`config.mk`:
```
export PLATFORM = sky130hd
export DESIGN_NAME = clk_div_sched_flat
export DESIGN_NICKNAME = d
export VERILOG_FILES = /design/src/rtl/clk_div_sched_if.sv /design/src/rtl/clk_div_sched.sv /design/src/flat_wrapper.sv
export SDC_FILE = /design/constraint.sdc
export NUM_CORES = 1
export LEC_CHECK = 0
export CORE_MARGIN = 5
export CORE_UTILIZATION = 49
export DETAILED_ROUTE_END_ITERATION = 12
export GPL_TIMING_DRIVEN = 0
export PLACE_DENSITY = 0.82
export SETUP_SLACK_MARGIN = 0.02
export SLEW_MARGIN = 10
export SYNTH_ARGS = -nofsm -noshare
export SYNTH_HDL_FRONTEND = slang
export SYNTH_SLANG_ARGS = --single-unit
```
`constraint.sdc`:
```
create_clock -name clk_in -period 2.3 [get_ports clk_in]
set_input_delay 0.23 -clock clk_in [delete_from_list [all_inputs] [get_ports clk_in]]
set_output_delay 0.23 -clock clk_in [all_outputs]
set_load 0.03 [all_outputs]
```
`src/rtl/clk_div_sched_if.sv`:
```
`default_nettype none
// ============================================================================
// Module  : clk_div_sched_if
// Brief   : Request/ack and divider-output bundle for clk_div_sched.
// Revision: 1.0 - initial release
// ============================================================================
interface clk_div_sched_if #(
    parameter int N_REQ   = 2,
    parameter int RATIO_W = 4
);
    logic                       en;
    logic [N_REQ-1:0]           req;
    logic [N_REQ*RATIO_W-1:0]   req_ratio;
    logic [N_REQ-1:0]           ack;
    logic [N_REQ-1:0]           err;
    logic                       busy;
    logic [RATIO_W-1:0]         cur_ratio;
    logic                       div_out;
    logic                       tick;

    modport master (
        output en, req, req_ratio,
        input  ack, err, busy, cur_ratio, div_out, tick
    );

    modport slave (
        input  en, req, req_ratio,
        output ack, err, busy, cur_ratio, div_out, tick
    );
endinterface
`default_nettype wire

```
`src/rtl/clk_div_sched.sv`:
```
`default_nettype none
// ============================================================================
// Module  : clk_div_sched
// Brief   : Reprogrammable integer clock divider with round-robin ratio requests.
// Revision: 1.0 - initial release
// ============================================================================
module clk_div_sched #(
    parameter int N_REQ     = 2,
    parameter int RATIO_W   = 4,
    parameter int DEF_RATIO = 7
) (
    input  wire logic       clk_in,
    input  wire logic       rst,
    clk_div_sched_if.slave  bus
);
    localparam int IDX_W = (N_REQ > 1) ? $clog2(N_REQ) : 1;

    typedef enum logic [1:0] {
        ST_RUN  = 2'd0,
        ST_PEND = 2'd1,
        ST_ACK  = 2'd2
    } state_t;

    state_t               state_q, state_d;
    logic [IDX_W-1:0]     ptr_q, ptr_d;
    logic [IDX_W-1:0]     gnt_q, gnt_d;
    logic                 rej_q, rej_d;
    logic [RATIO_W-1:0]   pend_ratio_q, pend_ratio_d;
    logic [RATIO_W-1:0]   cur_ratio_q, cur_ratio_d;
    logic [RATIO_W-1:0]   p_q, p_d;
    logic                 div_out_q, div_out_d;
    logic                 tick_q, tick_d;

    logic                 grant_found;
    logic [IDX_W-1:0]     grant_idx;
    logic [IDX_W-1:0]     grant_next_ptr;
    logic [RATIO_W-1:0]   grant_ratio;
    logic                 wrap;

    // First asserted requester at or after the pointer, wrapping around.
    always_comb begin
        grant_found = 1'b0;
        grant_idx   = ptr_q;
        for (int k = 0; k < N_REQ; k++) begin
            int idx;
            idx = int'(ptr_q) + k;
            if (idx >= N_REQ) idx = idx - N_REQ;
            if (!grant_found && bus.req[idx]) begin
                grant_found = 1'b1;
                grant_idx   = IDX_W'(idx);
            end
        end
        grant_next_ptr = (int'(grant_idx) == N_REQ - 1) ? '0 : grant_idx + IDX_W'(1);
        grant_ratio    = bus.req_ratio[int'(grant_idx)*RATIO_W +: RATIO_W];
    end

    assign wrap = (p_q == cur_ratio_q - RATIO_W'(1));

    always_comb begin
        state_d      = state_q;
        ptr_d        = ptr_q;
        gnt_d        = gnt_q;
        rej_d        = rej_q;
        pend_ratio_d = pend_ratio_q;
        cur_ratio_d  = cur_ratio_q;
        p_d          = p_q;
        div_out_d    = div_out_q;
        tick_d       = 1'b0;

        if (bus.en) begin
            div_out_d = (p_q < (cur_ratio_q >> 1));
            tick_d    = wrap;
            p_d       = wrap ? '0 : p_q + RATIO_W'(1);
        end

        case (state_q)
            ST_RUN: begin
                if (grant_found) begin
                    gnt_d = grant_idx;
                    ptr_d = grant_next_ptr;
                    if (grant_ratio >= RATIO_W'(2)) begin
                        pend_ratio_d = grant_ratio;
                        rej_d        = 1'b0;
                        state_d      = ST_PEND;
                    end else begin
                        rej_d   = 1'b1;
                        state_d = ST_ACK;
                    end
                end
            end
            ST_PEND: begin
                // A frozen divider has no boundary to wait for, so apply at once.
                if (!bus.en) begin
                    cur_ratio_d = pend_ratio_q;
                    p_d         = '0;
                    state_d     = ST_ACK;
                end else if (wrap) begin
                    cur_ratio_d = pend_ratio_q;
                    state_d     = ST_ACK;
                end
            end
            ST_ACK:  state_d = ST_RUN;
            default: state_d = ST_RUN;
        endcase
    end

    always_ff @(posedge clk_in) begin
        if (rst) begin
            state_q      <= ST_RUN;
            ptr_q        <= '0;
            gnt_q        <= '0;
            rej_q        <= 1'b0;
            pend_ratio_q <= RATIO_W'(DEF_RATIO);
            cur_ratio_q  <= RATIO_W'(DEF_RATIO);
            p_q          <= '0;
            div_out_q    <= 1'b0;
            tick_q       <= 1'b0;
        end else begin
            state_q      <= state_d;
            ptr_q        <= ptr_d;
            gnt_q        <= gnt_d;
            rej_q        <= rej_d;
            pend_ratio_q <= pend_ratio_d;
            cur_ratio_q  <= cur_ratio_d;
            p_q          <= p_d;
            div_out_q    <= div_out_d;
            tick_q       <= tick_d;
        end
    end

    generate
        for (genvar i = 0; i < N_REQ; i++) begin : g_resp
            assign bus.ack[i] = (state_q == ST_ACK) && !rej_q && (gnt_q == IDX_W'(i));
            assign bus.err[i] = (state_q == ST_ACK) &&  rej_q && (gnt_q == IDX_W'(i));
        end
    endgenerate

    assign bus.busy      = (state_q == ST_PEND) || (state_q == ST_ACK);
    assign bus.cur_ratio = cur_ratio_q;
    assign bus.div_out   = div_out_q;
    assign bus.tick      = tick_q;
endmodule
`default_nettype wire
```
`src/flat_wrapper.sv`:
```
// flat-port wrapper written by rule: the top's interface ports become plain ports
module clk_div_sched_flat 
#(
    parameter int N_REQ     = 2,
    parameter int RATIO_W   = 4,
    parameter int DEF_RATIO = 7
)
  (clk_in, rst, bus_en, bus_req, bus_req_ratio, bus_ack, bus_err, bus_busy, bus_cur_ratio, bus_div_out, bus_tick);
  clk_div_sched_if #(.N_REQ(N_REQ), .RATIO_W(RATIO_W)) bus_i ();
  input  wire logic clk_in;
  input  wire logic rst;
  input wire logic [$bits(bus_i.en)-1:0] bus_en;
  input wire logic [$bits(bus_i.req)-1:0] bus_req;
  input wire logic [$bits(bus_i.req_ratio)-1:0] bus_req_ratio;
  output wire logic [$bits(bus_i.ack)-1:0] bus_ack;
  output wire logic [$bits(bus_i.err)-1:0] bus_err;
  output wire logic [$bits(bus_i.busy)-1:0] bus_busy;
  output wire logic [$bits(bus_i.cur_ratio)-1:0] bus_cur_ratio;
  output wire logic [$bits(bus_i.div_out)-1:0] bus_div_out;
  output wire logic [$bits(bus_i.tick)-1:0] bus_tick;
  assign bus_i.en = bus_en;
  assign bus_i.req = bus_req;
  assign bus_i.req_ratio = bus_req_ratio;
  assign bus_ack = bus_i.ack;
  assign bus_err = bus_i.err;
  assign bus_busy = bus_i.busy;
  assign bus_cur_ratio = bus_i.cur_ratio;
  assign bus_div_out = bus_i.div_out;
  assign bus_tick = bus_i.tick;
  clk_div_sched #(.N_REQ(N_REQ), .RATIO_W(RATIO_W), .DEF_RATIO(DEF_RATIO)) u_core (.clk_in(clk_in), .rst(rst), .bus(bus_i));
endmodule
```
==> results.md, run 1 <==
Place:
- The instance area after placement is 1360 µm².
- At the end of routability-driven placement, the weighted congestion stood at 0.770.
- OpenSTA, run right after detailed placement, puts the worst setup slack at 0.254 ns.
- Input and output buffers added on the ports amount to 22.
- The half-perimeter wire length of the detailed placement result is approximately 1.7 mm.

Setup path:
- STA classifies the critical path startpoint as a flip-flop.
- The maximum net fanout on the critical path is 4.
- The worst setup path is captured at a primary output.
- The worst setup path is of the flip-flop to primary output kind.
- The endpoint required time on the critical path is roughly 2.1 ns.
- For the worst setup path, the data arrival time is roughly 1.8 ns.

Finish:
- The number of diodes added for antenna fixing is 0.
- Relative to the synthesized area, the layout overhead comes to 25.6%.
- The final instance area is ~1400 µm².
- Counting the fill cells in the layout gives roughly 190.
- The final layout net count is ~160.
- The final core utilization is a little under two thirds.
- Of the cells placed in the final design, the portion with a size suffix greater than 1 is under 10%.

Pwr:
- The leakage power is around 0.57 nW.
- IR analysis of the VDD net gives a maximum drop of about 0.0004 V.
- Power spread over the standard cell area amounts to 664 nW/µm².

Floorplan:
- The initial core utilization is 50.7%.
- The horizontal die dimension is approximately 57 µm.
- In this run the count of I/O pins placed on the die edge is 24.
- In this run the vertical extent of the chip is 57.4 µm.
- The floorplan step defined a die boundary enclosing between 3000 and 4000 µm².
- The core outline area is 2170 µm².
- The number of cell rows is 17.

Synthesis:
- Sorting the synthesized cells by how often they occur yields 19 x sky130_fd_sc_hd__dfxtp_1, 10 x sky130_fd_sc_hd__nand2_1, 10 x sky130_fd_sc_hd__nor2_1, 8 x sky130_fd_sc_hd__inv_1, 7 x sky130_fd_sc_hd__ha_1.
- After Yosys synthesis, XOR and XNOR cells account for under 10% of the synthesized area.
- The number of distinct library cells after synthesis is 40.
- The total of flip-flops plus latches after synthesis is 19.
- The dominant cell by count in the synthesized netlist is sky130_fd_sc_hd__dfxtp_1.
- The netlist area before placement is between 1000 and 1500 µm².
- The share of synthesized cell area in and, or, nand and nor gates is approximately 17%.
- The proportion of synthesized flip-flops having asynchronous set or reset is 0%.
- The average cell area after synthesis is around 9.6 µm².
- The portion of netlist area occupied by mux cells is under 10%.
- By area, the combinational part of the netlist is dominated by compound AO/OA/AOI/OAI gates.
- The Yosys warning count is 0.
- The number of standard cells after synthesis is about 120.
- Summing the areas of all fa, ha and maj instances in the mapped netlist gives 9.20% of the synthesized area.
- The total nets after synthesis is 135.
- After synthesis, the cell types taking the most area are sky130_fd_sc_hd__dfxtp_1 35%, sky130_fd_sc_hd__ha_1 8.0%, sky130_fd_sc_hd__mux2i_4 6.1%, sky130_fd_sc_hd__nand2_1 3.4%, sky130_fd_sc_hd__nor2_1 3.4%.
- The cell type with the highest aggregate area in the netlist is sky130_fd_sc_hd__dfxtp_1.
- The number of enable-type register cells in the synthesized netlist is 0.
- Summing the areas of all compound-gate instances in the mapped netlist gives between 10% and 20% of the synthesized area.
- The share of the synthesized area in the top cell type is about a third.
- The post-synthesis sequential area ratio is between 30% and 40%.
- The most used flip-flop cell after synthesis is sky130_fd_sc_hd__dfxtp_1.

Clock tree:
- No sink is reached through more buffers than the 2 on the longest clock path.
- CTS built an H-tree with a depth of 1.
- After clock tree synthesis, the repair step resized 0 gates.
- The TritonCTS clock tree is built.
- Once the clock tree was built, the setup fixing pass inserted 0 buffers.
- The clock-pin transition on the worst setup and hold timing paths is between 0.1 and 0.15 ns.
- The clock root buffer master is sky130_fd_sc_hd__clkbuf_4.
- Clock latency on the worst-skew pair, taken at its later pin, is approximately 0.3 ns.
- The tree built by TritonCTS fans out to 19 sinks.
- The number of buffers added to fix hold violations after cts is 0.
- TritonCTS created 3 clock buffers.

Detailed routing:
- Wires add up to between 2 and 2.5 mm.
- The number of DRC violations after detailed-routing iteration 0 is 16.
- In the routed design, unresolved DRC markers number 0.
- The post-detailed-route via-to-cell ratio is between 5 and 6.
- The routed length on met3 is roughly 74 µm.
- In the final routing, the length of wire on met1 measures approximately 1.1 mm.
- The highest metal layer carrying signal wires in the routed design is met4.
- The number of optimization iterations in the first detailed-route pass is 5.
- Dividing the detail-routed wire length by the instance count gives between 10 and 15 µm.
- The detailed-route via count is 929.
- The number of antenna-violating nets in the routed design is 0.
- Detailed routing placed a total of ~1.1 mm of wire on met2.

Timing:
- Setup repair after global routing left no endpoint under its margin.
- The number of max-slew violations in the final report is 0.
- Setup violations remaining at the end of the flow were counted as 0.
- For the pin with the worst max-slew slack, the measured transition is ~0.53 ns.
- The final critical path time including I/O delays and setup is 2.02 ns.
- The final hold violation count is 0.
- The final worst clock skew is 0.00117 ns.
- After layout, the worst path uses 87.6% of the clock period.
- Derived from the worst setup path, the maximum achievable clock frequency is 496 MHz.
- The worst slew margin relative to its limit is between 60% and 70%.
- Across all setup checks in the final design, the least slack found is approximately 0.28 ns.
- The setup total negative slack is 0 ns.

GRT:
- Entering global routing, the biggest net connects 11 pins.
- The number of global-route vias before repair is ~850.
- Global routing consumed, over all layers together, 14.6% of the routing resources.
- The number of antenna violations at the first check in global routing is 0.
- The total global routing overflow is 0.
- The first global-routing pass estimated approximately 3.8 mm of wire.

Outcome:
- The run finished with clean final reports.

Job:
- The tool flagged a number of max-cap violations equal to 0.

Min path:
- The worst hold path class is primary input to flip-flop.
-- cell families after synthesis --
kind of cell,Yosys count
fa+ha+maj,8
mux,6
buf+inv,13
flops,19
compound gates,25
simple gates,37
xor+xnor,7
-- worst max-delay path, stage by stage (launching register included) --
cell and delay, ns:
sky130_fd_sc_hd__dfxtp_1 0.34, sky130_fd_sc_hd__inv_1 0.08, sky130_fd_sc_hd__ha_1 0.19, sky130_fd_sc_hd__nor3b_1 0.19, sky130_fd_sc_hd__clkdlybuf4s50_1 0.70
-- registers in the layout, indices dropped and copies added (netlist names) --
signal and count:
u_core.bus.cur_ratio 4, u_core.rej_q 1, u_core.state_q 2, u_core.bus.div_out 1
u_core.pend_ratio_q 4, u_core.p_q 4, u_core.ptr_q 1, u_core.bus.tick 1
u_core.gnt_q 1
-- placed cells by master, fill, tap and decap left out, drive strengths merged, types with 3 or more instances in the layout --
cell type,count
clkdlybuf4s50,22
dfxtp,19
nand2,10
nor2,10
inv,9
ha,7
clkbuf,7
nor3,5
mux2i,5
xnor2,4
and3,3
a32oi,3
o211ai,3
a21oi,3
a31oi,3
-- layout make-up --
class	count	area, µm²	area share, %
buffer	3	11.3	0.814
tap	28	35.0	2.53
sequential	19	380	27.5
inverter	10	37.5	2.71
timing repair buffer	22	220	15.9
clock buffer	4	26.3	1.90
multi-input combinational	83	672	48.6
-- where the power goes --
part | total (mW) | internal (mW) | switching (mW)
logic | 0.341 | 0.155 | 0.186
registers | 0.405 | 0.370 | 0.0347
clock network | 0.172 | 0.0675 | 0.104
-- metal layers --
metal | vias to the layer above | GRT usage (%)
li1 | 467 | -
met1 | 435 | 19.9
met2 | 24 | 23.4
met3 | 3 | 2.26
met4 | 0 | 4.97
met5 | - | 0
-- path summary, 6_finish.rpt --
check / slack (ns) / depth (start not counted) / start / endpoint
worst max register to register: 0.39 / 7 / u_core.bus.cur_ratio[0]$_SDFFE_PP1P_ / u_core.p_q[3]$_SDFF_PP0_
worst min register to register: 0.48 / 2 / u_core.pend_ratio_q[3]$_SDFFE_PP0P_ / u_core.pend_ratio_q[3]$_SDFFE_PP0P_
worst min-delay path: 0.37 / 2 / bus_en / u_core.bus.tick$_SDFF_PP0_
worst max-delay path: 0.28 / 4 / u_core.state_q[0]$_SDFFE_PP0P_ / bus_ack[0]
-- per-stage QoR --
| stage | instances | power (mW) | hold WS (ns) |
|---|---|---|---|
| final | 169 | 0.918 | 0.373 |
| after global routing | 169 | 0.977 | 0.379 |
| after CTS | 169 | 0.929 | 0.349 |
| after detailed placement | 165 | 0.752 | 0.469 |
| after global placement | 165 | 0.740 | 0.466 |
| after floorplan | 115 | 0.651 | 0.345 |
Power figures use the tool's default switching activity.
==> inputs of run 2 (changes only) <==
PLACE_DENSITY = 0.76   (was 0.82)
==> run 2 against run 1 <==
Total power down 0.98%. Via count up 0.11%. Register-to-register slack better by 0.06 ns. Worst setup slack worse by 0.0053 ns. Global-route usage up 0.71 points. Clock power down 5%. Clock skew up 0.00069 ns. Die area unchanged. Clock-buffer cell count unchanged. Combinational power about the same. Largest cell class unchanged. Largest power group unchanged.
==> results.md, run 2 (same netlist as run 1, synthesis figures left out) <==
Timing:
- The slew at the pin with the worst max-slew slack is 0.518 ns (-0.0163 ns).
- The number of max-slew violations in the final report came to 0 (unchanged).
- The setup-violating endpoint count in the final report is 0 (unchanged).
- The final worst clock skew was 0.00186 ns (+0.000686 ns).
- The part of the cycle the worst path needs came to 87.9% (+0.23 points).
- The maximum operating frequency is 495 MHz (-0.26%).
- The setup total negative slack is 0 ns (unchanged).
- The final hold violation count came to 0 (unchanged).
- Setup repair after global routing left no endpoint under its margin.
- The worst slew margin relative to its limit is 65.2% (+1.1 points).
- The final critical path time including I/O delays and setup is 2.02 ns (+0.00526 ns).
- The worst path setup slack after routing was 0.279 ns (-0.00526 ns).

Pwr:
- The power per standard cell area is 657 nW/µm² (-0.98%).
- The leakage power is 0.568 nW (unchanged).
- The worst vdd rail ir drop is 0.000497 V (+23%).

Floorplan:
- The die footprint was 3300 µm² (unchanged).
- The boundary pin count was 24 (unchanged).
- The horizontal die dimension is 57.4 µm (unchanged).
- The core outline area is 2170 µm² (unchanged).
- The number of cell rows came to 17 (unchanged).
- The initial core utilization is 50.7% (unchanged).
- The height of the chip is 57.4 µm (unchanged).

Detailed routing:
- The post-detailed-route via-to-cell ratio is 5.50 (+0.11%).
- The routed length per instance came to 13.5 µm (+0.18%).
- The number of DRC violations after detailed-routing iteration 0 came to 12 (-4).
- The number of optimization iterations in the first detailed-route pass came to 4 (-1).
- The routed wire length is 2.28 mm (+0.18%).
- The detailed-route via count is 930 (+0.11%).
- The number of antenna-violating nets in the routed design came to 0 (unchanged).
- The number of design rule violations left after detail routing came to 0 (unchanged).

GRT:
- The global-route usage over all layers is 15.3% (+0.71 points).
- The global-route track usage on met2 is 27.4% (+4.0 points).
- The wire length of the first global-routing pass is 4.10 mm (+7.6%).
- The global routing met1 resource utilization came to 18.0% (-1.9 points).
- The number of antenna violations at the first check in global routing came to 0 (unchanged).
- The total global routing overflow came to 0 (unchanged).
- The pin count of the biggest net entering global routing is 11 (unchanged).
- The met3 global-route usage is 2.26% (unchanged).
- The number of global-route vias before repair came to 990 (+17%).
- The layer carrying the most global-route usage is met2.

Clock tree:
- The clock latency on the worst-skew pair was 0.29 ns (about the same).
- The post-CTS resize count is 0 (unchanged).
- The root buffer cell chosen for the clock tree is sky130_fd_sc_hd__clkbuf_4.
- The number of buffers on the longest clock path is 2 (unchanged).
- The number of buffers added to fix hold violations after cts is 0 (unchanged).
- The TritonCTS sink count was 19 (unchanged).
- The clock-pin transition on the worst setup and hold timing paths was 0.10 ns (about the same).
- The post-CTS setup buffer count is 0 (unchanged).
- TritonCTS built the clock tree.
- The H-tree depth is 1 (unchanged).
- The total clock buffers created by CTS was 3 (unchanged).

Place:
- The post-placement setup slack came to 0.241 ns (-0.0123 ns).
- The count of placed standard cells including taps is 165 (unchanged).
- The global placer's final weighted congestion is 0.764 (-0.78%).
- The total of buffers placed on input and output ports is 22 (unchanged).
- The half-perimeter wire length of the detailed placement result is 1.83 mm (+5.2%).

Finish:
- In the layout the commonest cells are 22 x sky130_fd_sc_hd__clkdlybuf4s50_1, 19 x sky130_fd_sc_hd__dfxtp_1, 10 x sky130_fd_sc_hd__nand2_1, 10 x sky130_fd_sc_hd__nor2_1, 8 x sky130_fd_sc_hd__inv_1.
- The number of standard cells in the final layout excluding fillers was 169 (unchanged).
- The final layout net count came to 162 (unchanged).
- The most common cell after layout, fill and taps aside is sky130_fd_sc_hd__clkdlybuf4s50_1.
- The number of diodes added for antenna fixing is 0 (unchanged).
- The multi-input gate area in the final layout is 672 µm² (unchanged).
- The fraction of layout cells with a size suffix above 1 is 9.22% (unchanged).
- The number of fill cells was 188 (+1.6%).
- The area growth from synthesis to layout came to 25.6% (unchanged).
- The area taken by flip-flops and latches is 380 µm² (unchanged).

Setup path:
- The number of cell instances on the worst register-to-register path came to 7 (unchanged).
- The data arrival time at the worst-slack endpoint is 1.79 ns (about the same).
- The element type at the critical path start is a flip-flop.
- The endpoint required time on the critical path is 2.07 ns (about the same).
- The class of the most critical setup path is flip-flop to primary output.
- The maximum net fanout on the critical path was 4 (unchanged).
- The worst setup path is captured at a primary output.

Outcome:
- The run finished with clean final reports.

Min path:
- The count of cells along the worst hold path is 2 (unchanged).
- The path class of the tightest hold or removal check is primary input to flip-flop.

Job:
- The total of max-cap violations was 0 (unchanged).
==> run 2: cell type report <==
class,count,share of cell area (%)
Sequential cell,19,27.5
Buffer,3,0.814
Inverter,10,2.71
Clock buffer,4,1.90
Multi-Input combinational cell,83,48.6
Timing Repair Buffer,22,15.9
Tap cell,28,2.53
==> run 2: where the power goes <==
group          switching (mW)  total (mW)  internal, mW
combinational           0.185       0.340         0.155
clock                  0.0961       0.164        0.0674
sequential             0.0346       0.405         0.370
==> run 2: path summary, 6_finish.rpt <==
kind                                          to                                  from  slack [ns]
min                   u_core.bus.tick$_SDFF_PP0_                                bus_en        0.39
max                                   bus_ack[0]        u_core.state_q[0]$_SDFFE_PP0P_        0.28
max reg2reg       u_core.state_q[0]$_SDFFE_PP0P_  u_core.bus.cur_ratio[0]$_SDFFE_PP1P_        0.45
min reg2reg  u_core.pend_ratio_q[3]$_SDFFE_PP0P_   u_core.pend_ratio_q[3]$_SDFFE_PP0P_        0.49
==> run 2: per-stage QoR <==
stage	util, %	power (mW)	area [µm²]	hold WS, ns
final	63.7	0.909	1380	0.394
after global routing	63.7	0.968	1380	0.413
after CTS	63.7	0.919	1380	0.381
after detailed placement	62.5	0.754	1360	0.481
after global placement	62.5	0.740	1360	0.472
after floorplan	-	0.651	1100	0.345
==> run 2: metal layers <==
metal | share of wire [%] | vias up
li1 | - | 472
met1 | 46 | 444
met2 | 50 | 12
met3 | 3.8 | 2
met4 | 0.53 | 0
met5 | 0 | -
==> run 2: worst max-delay path: stages, from the launching register on <==
cell and delay, ns:
sky130_fd_sc_hd__dfxtp_1 0.34, sky130_fd_sc_hd__inv_1 0.08, sky130_fd_sc_hd__ha_1 0.19, sky130_fd_sc_hd__nor3b_1 0.19, sky130_fd_sc_hd__clkdlybuf4s50_1 0.70
==> inputs of run 3 (changes only) <==
ABC_AREA = 1   (was default)
CORE_UTILIZATION = 50   (was 49)
==> run 3 against run 2 <==
Critical path depth grew 1. Largest power group unchanged. Global-route usage is essentially flat. Combinational power shrank 7.1%. Synthesized cell count grew 43%. Flip-flop and latch count is the same. Via count grew 15%. Clock skew grew 0.0013 ns.
==> results.md, run 3 <==
Floorplan:
- The height of the chip is 58.0 µm (+1.0%).
- The horizontal die dimension is 58.0 µm (+1.0%).
- The initial core utilization was 52.0% (+1.3 points).
- The die footprint is 3360 µm² (+2.0%).
- The core outline area is 2210 µm² (+2.0%).
- The number of cell rows is 17 (unchanged).
- The boundary pin count is 24 (unchanged).

Place:
- The half-perimeter wire length of the detailed placement result came to 1.93 mm (+5.3%).
- The global placer's final weighted congestion was 0.868 (+14%).
- The count of placed standard cells including taps is 214 (+30%).
- The total of buffers placed on input and output ports was 22 (unchanged).

Finish:
- The number of fill cells was 207 (+10%).
- The fraction of layout cells with a size suffix above 1 is 14.2% (+5.0 points).
- The library cell used most frequently in the layout, excluding fill and tap cells, is sky130_fd_sc_hd__nand2_1.
- The area growth from synthesis to layout is 24.5%.
- The final layout net count is 211 (+30%).
- The number of diodes added for antenna fixing was 0 (unchanged).
- The final core utilization is 64.8% (+1.0 points).
- The number of standard cells in the final layout excluding fillers is 218 (+29%).
- The multi-input gate area in the final layout is 669 µm² (-0.37%).
- The area taken by flip-flops and latches is 380 µm² (unchanged).
- The top cell types in the final layout, fill and taps aside, are 46 x sky130_fd_sc_hd__nand2_1, 22 x sky130_fd_sc_hd__clkdlybuf4s50_1, 19 x sky130_fd_sc_hd__inv_1, 19 x sky130_fd_sc_hd__dfxtp_1, 13 x sky130_fd_sc_hd__nand3_1.

Detailed routing:
- The number of antenna-violating nets in the routed design is 0 (unchanged).
- The routed wire length was 2.39 mm (+4.6%).
- The number of design rule violations left after detail routing is 0 (unchanged).
- The detailed-route via count is 1070 (+15%).
- The number of DRC violations after detailed-routing iteration 0 is 32 (+20).
- The routed length per instance is 11.0 µm (-19%).
- The post-detailed-route via-to-cell ratio is 4.91 (-11%).
- The number of optimization iterations in the first detailed-route pass is 4 (unchanged).

Timing:
- The setup-violating endpoint count in the final report was 0 (unchanged).
- The final critical path time including I/O delays and setup was 2.07 ns (+0.0496 ns).
- The final hold violation count is 0 (unchanged).
- Setup repair after global routing left no endpoint under its margin.
- The part of the cycle the worst path needs is 90.0% (+2.2 points).
- The number of max-slew violations in the final report is 0 (unchanged).
- The maximum operating frequency is 483 MHz (-2.4%).
- The setup total negative slack is 0 ns (unchanged).
- The worst slew margin relative to its limit was 78.9% (+14 points).
- The slew at the pin with the worst max-slew slack is 0.316 ns (-0.202 ns).
- The final worst clock skew is 0.00314 ns (+0.00128 ns).

Synthesis:
- The post-synthesis sequential area ratio was 33.0% (-1.5 points).
- The share of the synthesized area in the top cell type is 33.0% (-1.5 points).
- The adder and majority cell fraction of the synthesized area is 7.61% (-1.6 points).
- The netlist area before placement is 1150 µm² (+4.5%).
- The portion of netlist area occupied by mux cells is 0% (-9.0 points).
- The Yosys warning count came to 0 (unchanged).
- The cell type with the highest aggregate area in the netlist is sky130_fd_sc_hd__dfxtp_1.
- The complex-gate fraction of the synthesized area is 12.0% (-6.8 points).
- The share of synthesized cell area in and, or, nand and nor gates is 36.3% (+19 points).
- The number of standard cells after synthesis was 164 (+43%).
- The total nets after synthesis is 184 (+36%).
- The total of flip-flops plus latches after synthesis is 19 (unchanged).
- Ranked by total cell area, the synthesized netlist is headed by sky130_fd_sc_hd__dfxtp_1 33%, sky130_fd_sc_hd__nand2_1 15%, sky130_fd_sc_hd__ha_1 7.6%, sky130_fd_sc_hd__inv_1 6.2%, sky130_fd_sc_hd__nand3_1 5.7%.
- The number of enable-type register cells in the synthesized netlist is 0 (unchanged).
- The xor-xnor portion of the synthesized cell area is 2.28% (-4.6 points).
- In the synthesized netlist the dominant register cell turns out to be sky130_fd_sc_hd__dfxtp_1.
- The proportion of synthesized flip-flops having asynchronous set or reset is 0% (unchanged).
- The commonest cells after synthesis are 46 x sky130_fd_sc_hd__nand2_1, 19 x sky130_fd_sc_hd__dfxtp_1, 19 x sky130_fd_sc_hd__inv_1, 13 x sky130_fd_sc_hd__nand3_1, 12 x sky130_fd_sc_hd__nor2_1.
- The number of distinct library cells after synthesis came to 23 (-43%).
- The most common cell in the synthesized netlist is sky130_fd_sc_hd__nand2_1.
- After synthesis, the largest family of logic cells by area is simple AND/OR/NAND/NOR gates.
- The average cell area after synthesis is 7.02 µm² (-27%).

Pwr:
- The reported net switching power is 0.323 mW (+2.2%).
- The switching portion of total power is 36.4% (+1.7 points).
- The total power consumption of the routed design is 0.886 mW (-2.5%).
- The power per standard cell area came to 618 nW/µm² (-5.9%).
- The logic gate share of total power came to 35.7% (-1.7 points).
- The internal power is 0.563 mW (-5.1%).
- The worst vdd rail ir drop is 0.000420 V (-15%).
- The share of total power in sequential cells is 45.2% (+0.6 points).
- The leakage power is 0.674 nW (+19%).
- The share of total power in the clock network is 19.1% (+1.1 points).

Clock tree:
- The clock-pin transition on the worst setup and hold timing paths is 0.11 ns (about the same).
- TritonCTS built the clock tree.
- The post-CTS setup buffer count was 0 (unchanged).
- The number of buffers added to fix hold violations after cts was 0 (unchanged).
- The clock latency on the worst-skew pair is 0.30 ns (about the same).
- The H-tree depth was 1 (unchanged).
- The clock root buffer master is sky130_fd_sc_hd__clkbuf_4.
- The TritonCTS sink count is 19 (unchanged).
- The number of buffers on the longest clock path is 2 (unchanged).
- The post-CTS resize count was 0 (unchanged).
- The total clock buffers created by CTS is 3 (unchanged).

Min path:
- The hold path startpoint is rst.
- The worst hold path class is primary input to flip-flop.
- The endpoint of the worst hold-timing path is u_core.p_q[1]$_SDFF_PP0_.
- The count of cells along the worst hold path was 2 (unchanged).

Outcome:
- The flow ran to the end, and the final reports show no timing, DRC or antenna violations.

Setup path:
- By startpoint and endpoint, the worst setup path is classified as flip-flop to primary output.
- The worst register-to-register path begins at u_core.bus.cur_ratio[0]$_SDFFE_PP1P_.
- The maximum net fanout on the critical path came to 4 (unchanged).
- STA classifies the critical path endpoint as a primary output.
- The endpoint required time on the critical path came to 2.07 ns (about the same).
- The endpoint of the worst register-to-register path is u_core.bus.cur_ratio[3]$_SDFFE_PP0P_.
- The element type at the critical path start is a flip-flop.
- The number of cell instances on the worst register-to-register path was 9 (+2).
- The reg-to-reg setup timing slack came to 0.67 ns (+0.22 ns).
- The data arrival time at the worst-slack endpoint is 1.84 ns (+0.05 ns).

GRT:
- The pin count of the biggest net entering global routing is 11 (unchanged).
- The wire length of the first global-routing pass is 4.02 mm (-1.9%).
- The global-route usage over all layers is 15.3% (-0.017 points).
- The number of global-route vias before repair is 1007 (+1.7%).
- The number of antenna violations at the first check in global routing is 0 (unchanged).
- The total global routing overflow is 0 (unchanged).

Job:
- The total of max-cap violations came to 0 (unchanged).
run 3: per-stage QoR:
| step | setup WS [ns] | hold WS (ns) | area [µm²] |
|---|---|---|---|
| 5_1_grt | 0.159 | 0.248 | 1430 |
| 2_1_floorplan | 0.615 | 0.323 | 1150 |
| 3_5_place_dp | 0.567 | 0.451 | 1410 |
| 6_report | 0.229 | 0.242 | 1430 |
| 4_1_cts | 0.218 | 0.245 | 1430 |
| 3_3_place_gp | 0.589 | 0.441 | 1410 |
run 3: power by group through the flow:
stage	Combinational [mW]	Clock, mW	Sequential [mW]
after floorplan	0.213	0	0.417
after global placement	0.311	0	0.405
after detailed placement	0.318	0	0.407
after CTS	0.319	0.173	0.399
after global routing	0.353	0.187	0.407
final	0.316	0.170	0.400
run 3: worst max path at each step:
stage                                              start  cells past startpoint                              endpoint
floorplan           u_core.bus.cur_ratio[0]$_SDFFE_PP1P_                      9  u_core.bus.cur_ratio[0]$_SDFFE_PP1P_
global placement          u_core.state_q[0]$_SDFFE_PP0P_                      5                            bus_err[1]
detailed placement        u_core.state_q[0]$_SDFFE_PP0P_                      5                            bus_ack[1]
CTS                       u_core.state_q[0]$_SDFFE_PP0P_                      5                            bus_err[1]
global route              u_core.state_q[0]$_SDFFE_PP0P_                      5                            bus_err[0]
finish                    u_core.state_q[0]$_SDFFE_PP0P_                      5                            bus_ack[1]
run 3: logic make-up (layout without fill, tap and decap cells):
family | after synthesis | count (layout)
compound gates | 21 | 21
xor+xnor | 3 | 3
fa+ha+maj | 7 | 7
buf+inv | 26 | 52
flops | 19 | 19
simple gates | 88 | 88
run 3: critical path, cell delays in order (launching register included):
cell	delay, ns
sky130_fd_sc_hd__dfxtp_1	0.34
sky130_fd_sc_hd__inv_1	0.08
sky130_fd_sc_hd__ha_1	0.18
sky130_fd_sc_hd__inv_1	0.08
sky130_fd_sc_hd__nor3_1	0.15
sky130_fd_sc_hd__clkdlybuf4s50_1	0.70
run 3: routing by layer:
layer	GRT usage [%]	up-vias	routed length [µm]
li1	-	571	-
met1	16.1	468	1040
met2	27.6	25	1190
met3	2.67	6	92
met4	10.3	0	72
met5	0	-	0
run 3: area by class of cell:
type                    count  area share (%)
repair buffers             22            15.4
flip-flops and latches     19            26.6
inverters                  23            6.03
multi-input cells         119            46.7
clock buffers               4            1.83
plain buffers               3            1.05
well taps                  28            2.45
